===== config.mk =====
export PLATFORM = sky130hd
export DESIGN_NAME = mac_seq_ctrl_flat
export DESIGN_NICKNAME = d
export VERILOG_FILES = /design/src/rtl/mac_seq_ctrl_pkg.sv /design/src/rtl/mac_seq_ctrl_if.sv /design/src/rtl/mac_seq_addr_gen.sv /design/src/rtl/mac_seq_ctrl.sv /design/src/flat_wrapper.sv
export SDC_FILE = /design/constraint.sdc
export NUM_CORES = 1
export LEC_CHECK = 0
export CAP_MARGIN = 20
export CORE_MARGIN = 3
export CORE_UTILIZATION = 43
export CTS_CLUSTER_SIZE = 10
export DETAILED_ROUTE_END_ITERATION = 12
export PLACE_DENSITY = 0.95
export REMOVE_ABC_BUFFERS = 1
export SYNTH_ARGS = -nofsm -noshare
export SYNTH_HDL_FRONTEND = slang
export SYNTH_HIERARCHICAL = 1
export SYNTH_SLANG_ARGS = --single-unit

===== constraint.sdc =====
create_clock -name clk -period 3.47 [get_ports clk]
set_clock_uncertainty 0.05 [all_clocks]
set_input_delay 0.5205 -clock clk [delete_from_list [all_inputs] [get_ports clk]]
set_output_delay 0.5205 -clock clk [all_outputs]
set_load 0.03 [all_outputs]

===== src/rtl/mac_seq_ctrl_pkg.sv =====
// -----------------------------------------------------------------------------
// mac_seq_ctrl_pkg
// Shared definitions for the MAC dot-product sequencer:
//   - state_e      : sequencer FSM states
//   - PIPE_LAT_DEF : default MAC pipeline latency (enabled pair -> mac_acc)
//   - OP_W / ACC_W : operand and accumulator widths
// -----------------------------------------------------------------------------
package mac_seq_ctrl_pkg;

  localparam int PIPE_LAT_DEF = 4;
  localparam int OP_W         = 16;
  localparam int ACC_W        = 32;

  typedef enum logic [2:0] {
    S_IDLE  = 3'd0,
    S_CLEAR = 3'd1,
    S_ISSUE = 3'd2,
    S_DRAIN = 3'd3,
    S_DONE  = 3'd4
  } state_e;

endpackage


===== src/rtl/mac_seq_ctrl_if.sv =====
// -----------------------------------------------------------------------------
// mac_seq_ctrl_if
// Bundles every non-clock signal of the sequencer.
//   cmd_*  : dot-product command (bases, pair count), valid/ready
//   mem_*  : operand memory read port (data valid one cycle after mem_rd_en)
//   mac_*  : drive side of the external MAC plus its accumulator readback
//   res_*  : result, valid/ready
//   busy   : sequencer not idle
// Modports: slave = sequencer view, master = environment view.
//
// Handshake rule for cmd_* and res_*: a transfer happens on a rising clk edge
// where valid and ready are both 1; the producer holds valid and its payload
// stable until that edge, and ready may depend on state but never on valid.
// -----------------------------------------------------------------------------
interface mac_seq_ctrl_if
  import mac_seq_ctrl_pkg::*;
#(
  parameter int ADDR_W = 8
);

  logic                    cmd_valid;
  logic                    cmd_ready;
  logic [ADDR_W-1:0]       cmd_a_base;
  logic [ADDR_W-1:0]       cmd_b_base;
  logic [ADDR_W-1:0]       cmd_len;

  logic                    mem_rd_en;
  logic [ADDR_W-1:0]       mem_a_addr;
  logic [ADDR_W-1:0]       mem_b_addr;
  logic signed [OP_W-1:0]  mem_a_data;
  logic signed [OP_W-1:0]  mem_b_data;

  logic signed [OP_W-1:0]  mac_a;
  logic signed [OP_W-1:0]  mac_b;
  logic                    mac_en;
  logic                    mac_clr;
  logic signed [ACC_W-1:0] mac_acc;

  logic                    res_valid;
  logic                    res_ready;
  logic signed [ACC_W-1:0] res_data;

  logic                    busy;

  modport slave (
    input  cmd_valid, cmd_a_base, cmd_b_base, cmd_len,
    input  mem_a_data, mem_b_data, mac_acc, res_ready,
    output cmd_ready, mem_rd_en, mem_a_addr, mem_b_addr,
    output mac_a, mac_b, mac_en, mac_clr, res_valid, res_data, busy
  );

  modport master (
    output cmd_valid, cmd_a_base, cmd_b_base, cmd_len,
    output mem_a_data, mem_b_data, mac_acc, res_ready,
    input  cmd_ready, mem_rd_en, mem_a_addr, mem_b_addr,
    input  mac_a, mac_b, mac_en, mac_clr, res_valid, res_data, busy
  );

endinterface


===== src/rtl/mac_seq_addr_gen.sv =====
// -----------------------------------------------------------------------------
// mac_seq_addr_gen
// Latches the operand base addresses and pair count on load, then on every
// step advances both addresses (wrapping modulo 2^ADDR_W) and decrements the
// remaining-pair count.
// Ports:
//   clk, rst            : clock, synchronous active-high reset
//   load_i              : latch a_base_i/b_base_i/len_i
//   a_base_i, b_base_i  : operand base addresses
//   len_i               : number of pairs
//   step_i              : one read issued this cycle
//   a_addr_o, b_addr_o  : current read addresses
//   len_zero_o          : no pairs remain
//   last_o              : exactly one pair remains (current step is the last)
// -----------------------------------------------------------------------------
module mac_seq_addr_gen #(
  parameter int ADDR_W = 8
) (
  input  logic              clk,
  input  logic              rst,
  input  logic              load_i,
  input  logic [ADDR_W-1:0] a_base_i,
  input  logic [ADDR_W-1:0] b_base_i,
  input  logic [ADDR_W-1:0] len_i,
  input  logic              step_i,
  output logic [ADDR_W-1:0] a_addr_o,
  output logic [ADDR_W-1:0] b_addr_o,
  output logic              len_zero_o,
  output logic              last_o
);

  logic [ADDR_W-1:0] a_q, a_d;
  logic [ADDR_W-1:0] b_q, b_d;
  logic [ADDR_W-1:0] rem_q, rem_d;

  always_comb begin
    a_d   = a_q;
    b_d   = b_q;
    rem_d = rem_q;
    if (load_i) begin
      a_d   = a_base_i;
      b_d   = b_base_i;
      rem_d = len_i;
    end else if (step_i) begin
      // Natural overflow of the ADDR_W-bit add gives the modulo wrap.
      a_d   = a_q + ADDR_W'(1);
      b_d   = b_q + ADDR_W'(1);
      rem_d = rem_q - ADDR_W'(1);
    end
  end

  always_ff @(posedge clk) begin
    if (rst) begin
      a_q   <= '0;
      b_q   <= '0;
      rem_q <= '0;
    end else begin
      a_q   <= a_d;
      b_q   <= b_d;
      rem_q <= rem_d;
    end
  end

  assign a_addr_o   = a_q;
  assign b_addr_o   = b_q;
  assign len_zero_o = (rem_q == '0);
  assign last_o     = (rem_q == ADDR_W'(1));

endmodule


===== src/rtl/mac_seq_ctrl.sv =====
// -----------------------------------------------------------------------------
// mac_seq_ctrl
// Sequences a dot product over two operand vectors in memory through an
// external pipelined MAC: clear the MAC, stream len operand pairs, drain the
// MAC pipeline with zero pairs, capture the accumulator, hand out the result.
// Ports:
//   clk, rst      : clock, synchronous active-high reset
//   bus (slave)   : cmd / mem / mac / res / busy signals, see mac_seq_ctrl_if
//   state_dbg_o   : current FSM state
//   perf_cmds     : (MAC_SEQ_PERF_EN) commands completed, saturating
//   perf_stall    : (MAC_SEQ_PERF_EN) DONE cycles with res_ready low, saturating
// Build option: define MAC_SEQ_PERF_EN to add the performance counters.
// -----------------------------------------------------------------------------
module mac_seq_ctrl
  import mac_seq_ctrl_pkg::*;
#(
  parameter int ADDR_W   = 8,
  parameter int PIPE_LAT = PIPE_LAT_DEF
) (
  input  logic              clk,
  input  logic              rst,
  mac_seq_ctrl_if.slave     bus,
  output state_e            state_dbg_o
`ifdef MAC_SEQ_PERF_EN
  ,
  output logic [15:0]       perf_cmds,
  output logic [15:0]       perf_stall
`endif
);

  localparam int DCNT_W = $clog2(PIPE_LAT + 2);

  state_e              state_q, state_d;
  logic [DCNT_W-1:0]   drain_cnt_q, drain_cnt_d;
  logic                en_q;
  logic signed [ACC_W-1:0] res_data_q, res_data_d;

  logic                cmd_hs;
  logic                drain_last;
  logic                len_zero;
  logic                issue_last;
  logic                rd_en;

  assign cmd_hs     = bus.cmd_valid && (state_q == S_IDLE);
  assign drain_last = (state_q == S_DRAIN) && (drain_cnt_q == DCNT_W'(PIPE_LAT));

  mac_seq_addr_gen #(
    .ADDR_W (ADDR_W)
  ) u_addr_gen (
    .clk        (clk),
    .rst        (rst),
    .load_i     (cmd_hs),
    .a_base_i   (bus.cmd_a_base),
    .b_base_i   (bus.cmd_b_base),
    .len_i      (bus.cmd_len),
    .step_i     (rd_en),
    .a_addr_o   (bus.mem_a_addr),
    .b_addr_o   (bus.mem_b_addr),
    .len_zero_o (len_zero),
    .last_o     (issue_last)
  );

  // State register and datapath registers.
  always_ff @(posedge clk) begin
    if (rst) begin
      state_q     <= S_IDLE;
      drain_cnt_q <= '0;
      en_q        <= 1'b0;
      res_data_q  <= '0;
    end else begin
      state_q     <= state_d;
      drain_cnt_q <= drain_cnt_d;
      en_q        <= rd_en;
      res_data_q  <= res_data_d;
    end
  end

  // Next-state and datapath next values.
  always_comb begin
    state_d     = state_q;
    drain_cnt_d = '0;
    res_data_d  = res_data_q;
    case (state_q)
      S_IDLE:  if (cmd_hs) state_d = S_CLEAR;
      S_CLEAR: begin
        if (len_zero) begin
          state_d    = S_DONE;
          res_data_d = '0;
        end else begin
          state_d = S_ISSUE;
        end
      end
      S_ISSUE: if (issue_last) state_d = S_DRAIN;
      S_DRAIN: begin
        // Counts PIPE_LAT+1 cycles; the last real pair entered the MAC on the
        // first of them, so its contribution is on mac_acc in the final one.
        drain_cnt_d = drain_cnt_q + DCNT_W'(1);
        if (drain_last) begin
          state_d    = S_DONE;
          res_data_d = bus.mac_acc;
        end
      end
      S_DONE:  if (bus.res_ready) state_d = S_IDLE;
      default: state_d = S_IDLE;
    endcase
  end

  // Outputs.
  always_comb begin
    rd_en         = (state_q == S_ISSUE);
    bus.cmd_ready = (state_q == S_IDLE);
    bus.mem_rd_en = rd_en;
    bus.mac_clr   = rst || (state_q == S_CLEAR);
    // In DRAIN the enable stays up but operands are forced to zero once the
    // delayed read enable drops, so only zero products enter the pipeline.
    bus.mac_en    = en_q || (state_q == S_DRAIN);
    bus.mac_a     = en_q ? bus.mem_a_data : '0;
    bus.mac_b     = en_q ? bus.mem_b_data : '0;
    bus.res_valid = (state_q == S_DONE);
    bus.res_data  = res_data_q;
    bus.busy      = (state_q != S_IDLE);
    state_dbg_o   = state_q;
  end

`ifdef MAC_SEQ_PERF_EN
  logic [15:0] perf_cmds_q, perf_stall_q;

  always_ff @(posedge clk) begin
    if (rst) begin
      perf_cmds_q  <= '0;
      perf_stall_q <= '0;
    end else if (state_q == S_DONE) begin
      if (bus.res_ready && (perf_cmds_q != 16'hFFFF))
        perf_cmds_q <= perf_cmds_q + 16'd1;
      if (!bus.res_ready && (perf_stall_q != 16'hFFFF))
        perf_stall_q <= perf_stall_q + 16'd1;
    end
  end

  assign perf_cmds  = perf_cmds_q;
  assign perf_stall = perf_stall_q;
`endif

endmodule

===== src/flat_wrapper.sv =====
// flat-port wrapper written by rule: the top's interface ports become plain ports
module mac_seq_ctrl_flat import mac_seq_ctrl_pkg::*;
#(
  parameter int ADDR_W   = 8,
  parameter int PIPE_LAT = PIPE_LAT_DEF
)
  (clk, rst, state_dbg_o, bus_cmd_valid, bus_cmd_a_base, bus_cmd_b_base, bus_cmd_len, bus_mem_a_data, bus_mem_b_data, bus_mac_acc, bus_res_ready, bus_cmd_ready, bus_mem_rd_en, bus_mem_a_addr, bus_mem_b_addr, bus_mac_a, bus_mac_b, bus_mac_en, bus_mac_clr, bus_res_valid, bus_res_data, bus_busy);
  mac_seq_ctrl_if #(.ADDR_W(ADDR_W)) bus_i ();
  input  logic clk;
  input  logic rst;
  output state_e state_dbg_o;
  input wire logic [$bits(bus_i.cmd_valid)-1:0] bus_cmd_valid;
  input wire logic [$bits(bus_i.cmd_a_base)-1:0] bus_cmd_a_base;
  input wire logic [$bits(bus_i.cmd_b_base)-1:0] bus_cmd_b_base;
  input wire logic [$bits(bus_i.cmd_len)-1:0] bus_cmd_len;
  input wire logic [$bits(bus_i.mem_a_data)-1:0] bus_mem_a_data;
  input wire logic [$bits(bus_i.mem_b_data)-1:0] bus_mem_b_data;
  input wire logic [$bits(bus_i.mac_acc)-1:0] bus_mac_acc;
  input wire logic [$bits(bus_i.res_ready)-1:0] bus_res_ready;
  output wire logic [$bits(bus_i.cmd_ready)-1:0] bus_cmd_ready;
  output wire logic [$bits(bus_i.mem_rd_en)-1:0] bus_mem_rd_en;
  output wire logic [$bits(bus_i.mem_a_addr)-1:0] bus_mem_a_addr;
  output wire logic [$bits(bus_i.mem_b_addr)-1:0] bus_mem_b_addr;
  output wire logic [$bits(bus_i.mac_a)-1:0] bus_mac_a;
  output wire logic [$bits(bus_i.mac_b)-1:0] bus_mac_b;
  output wire logic [$bits(bus_i.mac_en)-1:0] bus_mac_en;
  output wire logic [$bits(bus_i.mac_clr)-1:0] bus_mac_clr;
  output wire logic [$bits(bus_i.res_valid)-1:0] bus_res_valid;
  output wire logic [$bits(bus_i.res_data)-1:0] bus_res_data;
  output wire logic [$bits(bus_i.busy)-1:0] bus_busy;
  assign bus_i.cmd_valid = bus_cmd_valid;
  assign bus_i.cmd_a_base = bus_cmd_a_base;
  assign bus_i.cmd_b_base = bus_cmd_b_base;
  assign bus_i.cmd_len = bus_cmd_len;
  assign bus_i.mem_a_data = bus_mem_a_data;
  assign bus_i.mem_b_data = bus_mem_b_data;
  assign bus_i.mac_acc = bus_mac_acc;
  assign bus_i.res_ready = bus_res_ready;
  assign bus_cmd_ready = bus_i.cmd_ready;
  assign bus_mem_rd_en = bus_i.mem_rd_en;
  assign bus_mem_a_addr = bus_i.mem_a_addr;
  assign bus_mem_b_addr = bus_i.mem_b_addr;
  assign bus_mac_a = bus_i.mac_a;
  assign bus_mac_b = bus_i.mac_b;
  assign bus_mac_en = bus_i.mac_en;
  assign bus_mac_clr = bus_i.mac_clr;
  assign bus_res_valid = bus_i.res_valid;
  assign bus_res_data = bus_i.res_data;
  assign bus_busy = bus_i.busy;
  mac_seq_ctrl #(.ADDR_W(ADDR_W), .PIPE_LAT(PIPE_LAT)) u_core (.clk(clk), .rst(rst), .bus(bus_i), .state_dbg_o(state_dbg_o));
endmodule

==> results of run 1 <==
[worst reg2reg max path, cell delays in order, from the launching register on]
cell	delay (ns)
dfxtp_1	0.44
nor3_1	0.37
and2_1	0.59
inv_1	0.62
o21bai_1	0.31
a31oi_1	0.06
[registers in the layout, indices dropped and copies added (netlist names)]
register and flops:
u_core/bus.res_data 32, u_core/drain_cnt_q 3, u_core/en_q 1, u_core/state_dbg_o 3, u_core/u_addr_gen/a_addr_o 8, u_core/u_addr_gen/b_addr_o 8
u_core/u_addr_gen/rem_q 8
[layout by cell type (no fill, tap or decap), drive strengths merged, types with 8 or more instances in the layout]
cell	netlist	routed
dfxtp	63	63
clkbuf	20	12
inv	10	10
nand3	8	8
xor2	11	11
a211oi	9	9
nor3b	8	8
nor2	14	14
o2bb2ai	32	32
nand2	16	16
a21oi	13	13
o211ai	12	12
nand2b	34	34
clkdlybuf4s50	0	179
and2	36	36
[worst min path at each step]
stage | slack [ns] | from | endpoint
floorplan | 0.43 | u_core/drain_cnt_q[0]$_SDFF_PP0_ | u_core/drain_cnt_q[0]$_SDFF_PP0_
finish | 0.44 | u_core/bus.res_data[1]$_SDFFE_PP0P_ | u_core/bus.res_data[1]$_SDFFE_PP0P_
global route | 0.47 | u_core/bus.res_data[18]$_SDFFE_PP0P_ | u_core/bus.res_data[18]$_SDFFE_PP0P_
global placement | 0.41 | u_core/bus.res_data[30]$_SDFFE_PP0P_ | u_core/bus.res_data[30]$_SDFFE_PP0P_
CTS | 0.44 | u_core/bus.res_data[0]$_SDFFE_PP0P_ | u_core/bus.res_data[0]$_SDFFE_PP0P_
detailed placement | 0.43 | u_core/bus.res_data[0]$_SDFFE_PP0P_ | u_core/bus.res_data[0]$_SDFFE_PP0P_
[power by group]
group / total (mW) / internal [mW] / switching [mW] / leakage, nW
Sequential: 0.830 / 0.765 / 0.0652 / 0.513
Combinational: 0.541 / 0.264 / 0.276 / 1.26
Clock: 0.622 / 0.349 / 0.273 / 0.100
[per-layer routing]
| layer | share of wire, % | routed length, um | global-route usage (%) | vias to the layer above |
|---|---|---|---|---|
| met5 | 0 | 0 | 0 | - |
| met4 | 1.7 | 172 | 8.41 | 0 |
| met3 | 9.9 | 980 | 6.77 | 19 |
| met2 | 51 | 5070 | 40.0 | 152 |
| met1 | 37 | 3700 | 22.7 | 1484 |
| li1 | - | - | - | 1578 |
[layout make-up]
class,instances,area share [%]
repair buffers,183,34.0
well taps,99,2.32
clock inverters,4,0.842
inverters,10,0.702
clock buffers,12,2.71
multi-input cells,249,35.8
flip-flops and latches,63,23.6
[through the flow]
| stage | hold slack [ns] | setup WS (ns) | util [%] |
|---|---|---|---|
| floorplan | 0.429 | -0.900 | - |
| global placement | 0.413 | 0.883 | 69.2 |
| detailed placement | 0.428 | 0.785 | 69.2 |
| CTS | 0.442 | 0.693 | 71.8 |
| global route | 0.468 | 0.579 | 71.8 |
| finish | 0.440 | 0.688 | 71.8 |
[cells by family after synthesis]
logic type	count (synthesis)	share of synthesized area, %
simple gates	146	25.8
compound gates	82	24.2
mux	2	0.668
xor+xnor	12	3.12
buf+inv	38	6.23
fa+ha+maj	7	2.60
flops	63	37.4
==> qor.csv, run 1 <==
stage;metric;value;unit
status;status;finished clean;
worst_setup_path;peak fanout along the critical path;27;
sta;final setup TNS;0;ns
layout;Diodes inserted;0;
worst_setup_path;register-to-register setup slack;0.89;ns
detailed_routing;iteration count of the initial detailed-routing pass;4;
synth;most area-consuming cells after synthesis;dfxtp_1 37%, o2bb2ai_2 13%, and2_1 6.7%, nand2b_1 6.3%, xor2_1 2.9%;
power_and_ir_drop;power density normalized to cell area;373;nW/um2
clock_tree;clock latency on the worst-skew pair;0.33;ns
grt;remaining global-route overflow;0;
synth;number of storage elements in the synthesis netlist;63;
synth;most common flop cell mapped by yosys;dfxtp_1;
worst_setup_path;number of stages on the worst setup path;3;
worst_setup_path;critical path data arrival time;2.21;ns
place;number of buffers inserted by port buffering;180;
layout;multi-input logic area;1910;um2
synth;part of the Yosys area used for sequential elements;37.4;%
worst_setup_path;Worst R2R Path Depth;5;
synth;synthesis warning total;6;
synth;proportion of register bits with asynchronous set or reset after synthesis;0;%
grt;largest net degree at the start of global routing;51;
clock_tree;clock tree from TritonCTS;done;
layout;ratio of cells with drive above 1 in the final layout;11.1;%
clock_tree;cts repair resizes;0;
place;post-placement cell area;5160;um2
worst_setup_path;required time worst endpoint;2.90;ns
die;total I/O pin count;181;
worst_setup_path;worst setup path category;register to output pin;
place;routability congestion estimate from global placement;0.864;
min_path;Hold WC Path Type;register to register;
die;Core Rows;31;
synth;post-synthesis area per instance;9.63;um2
synth;most repeated cell in the gate-level netlist after synthesis;dfxtp_1;
place;placed insts;604;
synth;post-synthesis instance area;3370;um2
clock_tree;maximum clock insertion buffer count;2;
sta;worst-margin pin slew;0.944;ns
power_and_ir_drop;Static Leak;1.88;nW
clock_tree;clock sink count;63;
sta;Hold Violations, Final;0;
worst_setup_path;Critical Path Max Stage Delay;0.74;ns
die;die area;8940;um2
place;post-DP HPWL;7420;um
sta;setup repair after global routing missed its margin;no;
clock_tree;CTS Root Cell;clkbuf_8;
clock_tree;clk slew on worst S/H paths;0.07;ns
worst_setup_path;cell with the largest stage delay on the worst path;clkdlybuf4s50_1;
worst_setup_path;capturing element of the worst setup path;bus_mem_rd_en;
synth;post-synth top area share;37.4;%
worst_setup_path;buffers plus inverters on the worst setup path;2;
layout;total non-filler cell area in the finished layout;5350;um2
clock_tree;count of H-tree levels built during CTS;3;
synth;Commonest cells post-synth;63 x dfxtp_1, 36 x and2_1, 34 x nand2b_1;
layout;net count reported at finish;615;
worst_setup_path;CP cell instances;nor3b_2, buf_4, clkdlybuf4s50_1;
die;Die Ht;94.6;um
grt;antenna violations before repair;0;
sta;count of pins over their slew limit;0;
synth;top cell type by total area after synthesis;dfxtp_1;
layout;non-filler instance count after layout;620;
sta;normalized max-slew margin;37.0;%
sta;minimum clock period after layout;2.78;ns
worst_setup_path;category of the worst setup path launch point;register;
die;area of the placeable core;7450;um2
synth;number of flops mapped to enable cells by yosys;0;
detailed_routing;post-route DRC violation count;0;
grt;first-pass GRT wire length;15400;um
synth;Synth Instances;350;
detailed_routing;vias per cell;5.21;
clock_tree;number of CTS-inserted buffers;9;
synth;number of distinct library cells after synthesis;41;
grt;via count of the first global-routing pass;3229;
die;initial core utilization;45.3;%
worst_setup_path;CP top delay family;buffers and inverters;
sta;fin crit share;80.2;%
clock_tree;post-CTS setup buffer count;0;
min_path;depth of the worst hold-timing path;2;
detailed_routing;DR vias;3233;
power_and_ir_drop;peak supply drop;0.000187;V
detailed_routing;Antenna Nets Post-Route;0;
worst_setup_path;Worst Setup End Kind;output pin;
die;horizontal die dimension;94.6;um
layout;Fill cells;563;
clock_tree;CTS Hold Bufs;0;
grt;Global Route Usage Sum;21.6;%
sta;number of setup violations in the final report;0;
detailed_routing;overall routed net length;9920;um
layout;area growth from synthesis to final layout;58.6;%
layout;Reg area;1260;um2
sta;maximum clock frequency;360;MHz
worst_setup_path;FF-to-FF Start;u_core/state_dbg_o[1]$_SDFFE_PP0P_;
worst_setup_path;capture point of the worst reg-to-reg path;u_core/u_addr_gen/a_addr_o[5]$_SDFFE_PP0P_;
detailed_routing;per-cell routed wire length;16.0;um
detailed_routing;number of DRC violations after detailed-routing iteration 0;125;
power_and_ir_drop;Pwr Total;1.99;mW
run;max_cap viols;0;
worst_setup_path;crit path from;u_core/state_dbg_o[1]$_SDFFE_PP0P_;
No activity file was read; power rests on OpenSTA's default activity.
==> inputs of run 2 (changes only) <==
--- a/config.mk
+++ b/config.mk
@@ -7,10 +7,10 @@
 export LEC_CHECK = 0
 export CAP_MARGIN = 20
 export CORE_MARGIN = 3
-export CORE_UTILIZATION = 43
+export CORE_UTILIZATION = 40
 export CTS_CLUSTER_SIZE = 10
 export DETAILED_ROUTE_END_ITERATION = 12
-export PLACE_DENSITY = 0.95
+export PLACE_DENSITY = 0.91
 export REMOVE_ABC_BUFFERS = 1
 export SYNTH_ARGS = -nofsm -noshare
 export SYNTH_HDL_FRONTEND = slang
==> constraint.sdc (replaced) <==
create_clock -name clk -period 2.9 [get_ports clk]
set_clock_uncertainty 0.05 [all_clocks]
set_input_delay 0.435 -clock clk [delete_from_list [all_inputs] [get_ports clk]]
set_output_delay 0.435 -clock clk [all_outputs]
set_load 0.03 [all_outputs]
==> qor.csv, run 2 (synthesis gave the netlist of run 1 again) <==
stage;metric;value;unit
power_and_ir_drop;relative contribution of combinational cells to total power;29.0;%
layout;Diodes inserted;0;
detailed_routing;overall routed net length;9770;um
worst_setup_path;category of the worst setup path launch point;register;
worst_setup_path;critical path data arrival time;2.04;ns
sta;count of pins over their slew limit;0;
clock_tree;post-CTS setup buffer count;0;
detailed_routing;iteration count of the initial detailed-routing pass;4;
die;Core Rows;32;
status;status;finished clean;
grt;Global Route Usage Sum;19.8;%
power_and_ir_drop;P_int;1.57;mW
clock_tree;count of H-tree levels built during CTS;3;
grt;antenna violations before repair;0;
run;max_cap viols;0;
power_and_ir_drop;portion of total power attributed to sequential cells;43.5;%
die;horizontal die dimension;97.8;um
power_and_ir_drop;power density normalized to cell area;425;nW/um2
clock_tree;cts repair resizes;0;
grt;remaining global-route overflow;0;
place;number of buffers inserted by port buffering;180;
clock_tree;clock sink count;63;
sta;minimum clock period after layout;2.53;ns
detailed_routing;Antenna Nets Post-Route;0;
worst_setup_path;CP cell instances;nor3b_2, clkdlybuf4s50_1;
grt;most used routing layer in global routing;met2;
worst_setup_path;buffers plus inverters on the worst setup path;1;
layout;ratio of cells with drive above 1 in the final layout;11.4;%
power_and_ir_drop;peak supply drop;0.000290;V
die;Die Ht;97.8;um
detailed_routing;DR vias;3243;
sta;setup repair after global routing missed its margin;no;
power_and_ir_drop;part of the total power dissipated in the clock network;27.5;%
die;area of the placeable core;7970;um2
die;die area;9570;um2
detailed_routing;vias per cell;5.17;
sta;worst-margin pin slew;0.702;ns
power_and_ir_drop;Pwr Total;2.28;mW
power_and_ir_drop;switching share of power;31.1;%
layout;commonest non-fill, non-tap cell in the layout;clkdlybuf4s50_1;
clock_tree;clock tree from TritonCTS;done;
detailed_routing;post-route DRC violation count;0;
worst_setup_path;peak fanout along the critical path;14;
worst_setup_path;worst setup path category;register to output pin;
grt;met1 usage;22.0;%
worst_setup_path;Worst Setup End Kind;output pin;
worst_setup_path;Critical Path Max Stage Delay;0.77;ns
detailed_routing;number of DRC violations after detailed-routing iteration 0;92;
sta;maximum clock frequency;396;MHz
sta;number of setup violations in the final report;0;
grt;met3 Use GR;4.43;%
grt;largest net degree at the start of global routing;57;
worst_setup_path;CP top delay family;buffers and inverters;
die;initial core utilization;42.3;%
clock_tree;CTS Hold Bufs;0;
power_and_ir_drop;Static Leak;1.88;nW
clock_tree;clock latency on the worst-skew pair;0.33;ns
place;routability congestion estimate from global placement;0.786;
detailed_routing;per-cell routed wire length;15.6;um
layout;flip-flop count of the largest register after layout;32;
grt;met2 Resource Use GR;37.1;%
min_path;Hold WC Path Type;input pin to register;
clock_tree;CTS Root Cell;clkbuf_8;
sta;normalized max-slew margin;53.1;%
layout;area growth from synthesis to final layout;59.2;%
grt;first-pass GRT wire length;15500;um
worst_setup_path;cell with the largest stage delay on the worst path;clkdlybuf4s50_1;
sta;Hold Violations, Final;0;
die;total I/O pin count;181;
layout;top library cells by usage in the layout, fill and taps aside;179 x clkdlybuf4s50_1, 63 x dfxtp_1, 36 x and2_1;
sta;fin crit share;87.1;%
worst_setup_path;required time worst endpoint;2.41;ns
power_and_ir_drop;switching power;0.710;mW
grt;via count of the first global-routing pass;3145;
clock_tree;number of CTS-inserted buffers;9;
place;post-DP HPWL;7400;um
clock_tree;clk slew on worst S/H paths;0.06;ns
layout;net count reported at finish;620;
clock_tree;maximum clock insertion buffer count;2;
sta;final setup TNS;0;ns
-- run 2: cell count changes in the layout (fill, tap and decap cells not counted), sizes merged --
| cell | before | now |
|---|---|---|
| buf | 4 | 9 |
| clkbuf | 12 | 14 |
| clkinv | 3 | 1 |
| bufinv | 1 | 0 |
-- run 2: worst paths after layout --
check | slack, ns | depth (start not counted) | end | from
hold reg to reg | 0.43 | 2 | u_core/bus.res_data[1]$_SDFFE_PP0P_ | u_core/bus.res_data[1]$_SDFFE_PP0P_
setup / recovery | 0.37 | 2 | bus_mem_rd_en | u_core/state_dbg_o[0]$_SDFFE_PP0P_
hold / removal | 0.37 | 2 | u_core/state_dbg_o[0]$_SDFFE_PP0P_ | rst
setup reg to reg | 0.49 | 6 | u_core/bus.res_data[0]$_SDFFE_PP0P_ | u_core/u_addr_gen/rem_q[2]$_SDFFE_PP0P_
-- run 2: power groups by stage --
stage,sequential [mW],combinational (mW),clock [mW]
after floorplan,1.06,0.270,0
after global placement,1.00,0.647,0
after detailed placement,1.01,0.661,0
after CTS,0.990,0.665,0.649
after global routing,1.00,0.709,0.679
final,0.991,0.663,0.627
-- run 2: area by class of cell --
type | instances | area [um2]
timing repair buffer | 188 | 1870
clock buffer | 14 | 153
fill | 635 | 2600
multi-input combinational | 249 | 1910
sequential | 63 | 1260
clock inverter | 1 | 5.00
inverter | 10 | 37.5
tap | 102 | 128
-- run 2: metrics by stage --
stage | cells | instance area [um2] | hold WS, ns | setup slack [ns] | util (%)
CTS | 627 | 5370 | 0.347 | 0.340 | 67.4
finish | 627 | 5370 | 0.366 | 0.374 | 67.4
global placement | 612 | 5210 | 0.412 | 0.629 | 65.4
floorplan | 322 | 3200 | 0.429 | -1.47 | -
global route | 627 | 5370 | 0.360 | 0.241 | 67.4
detailed placement | 612 | 5210 | 0.423 | 0.548 | 65.4
-- run 2: metal layers --
layer  up-vias  share of wire, %
li1       1584                 -
met1      1525                40
met2       126                53
met3         8               6.1
met4         0               1.2
met5         -                 0
-- run 2: worst register-to-register path, delay by kind of cell (launching register included) --
| kind | cells | cell delay, ns |
|---|---|---|
| compound gates | 2 | 0.31 |
| flops | 1 | 0.36 |
| buf+inv | 1 | 0.25 |
| simple gates | 3 | 1.34 |
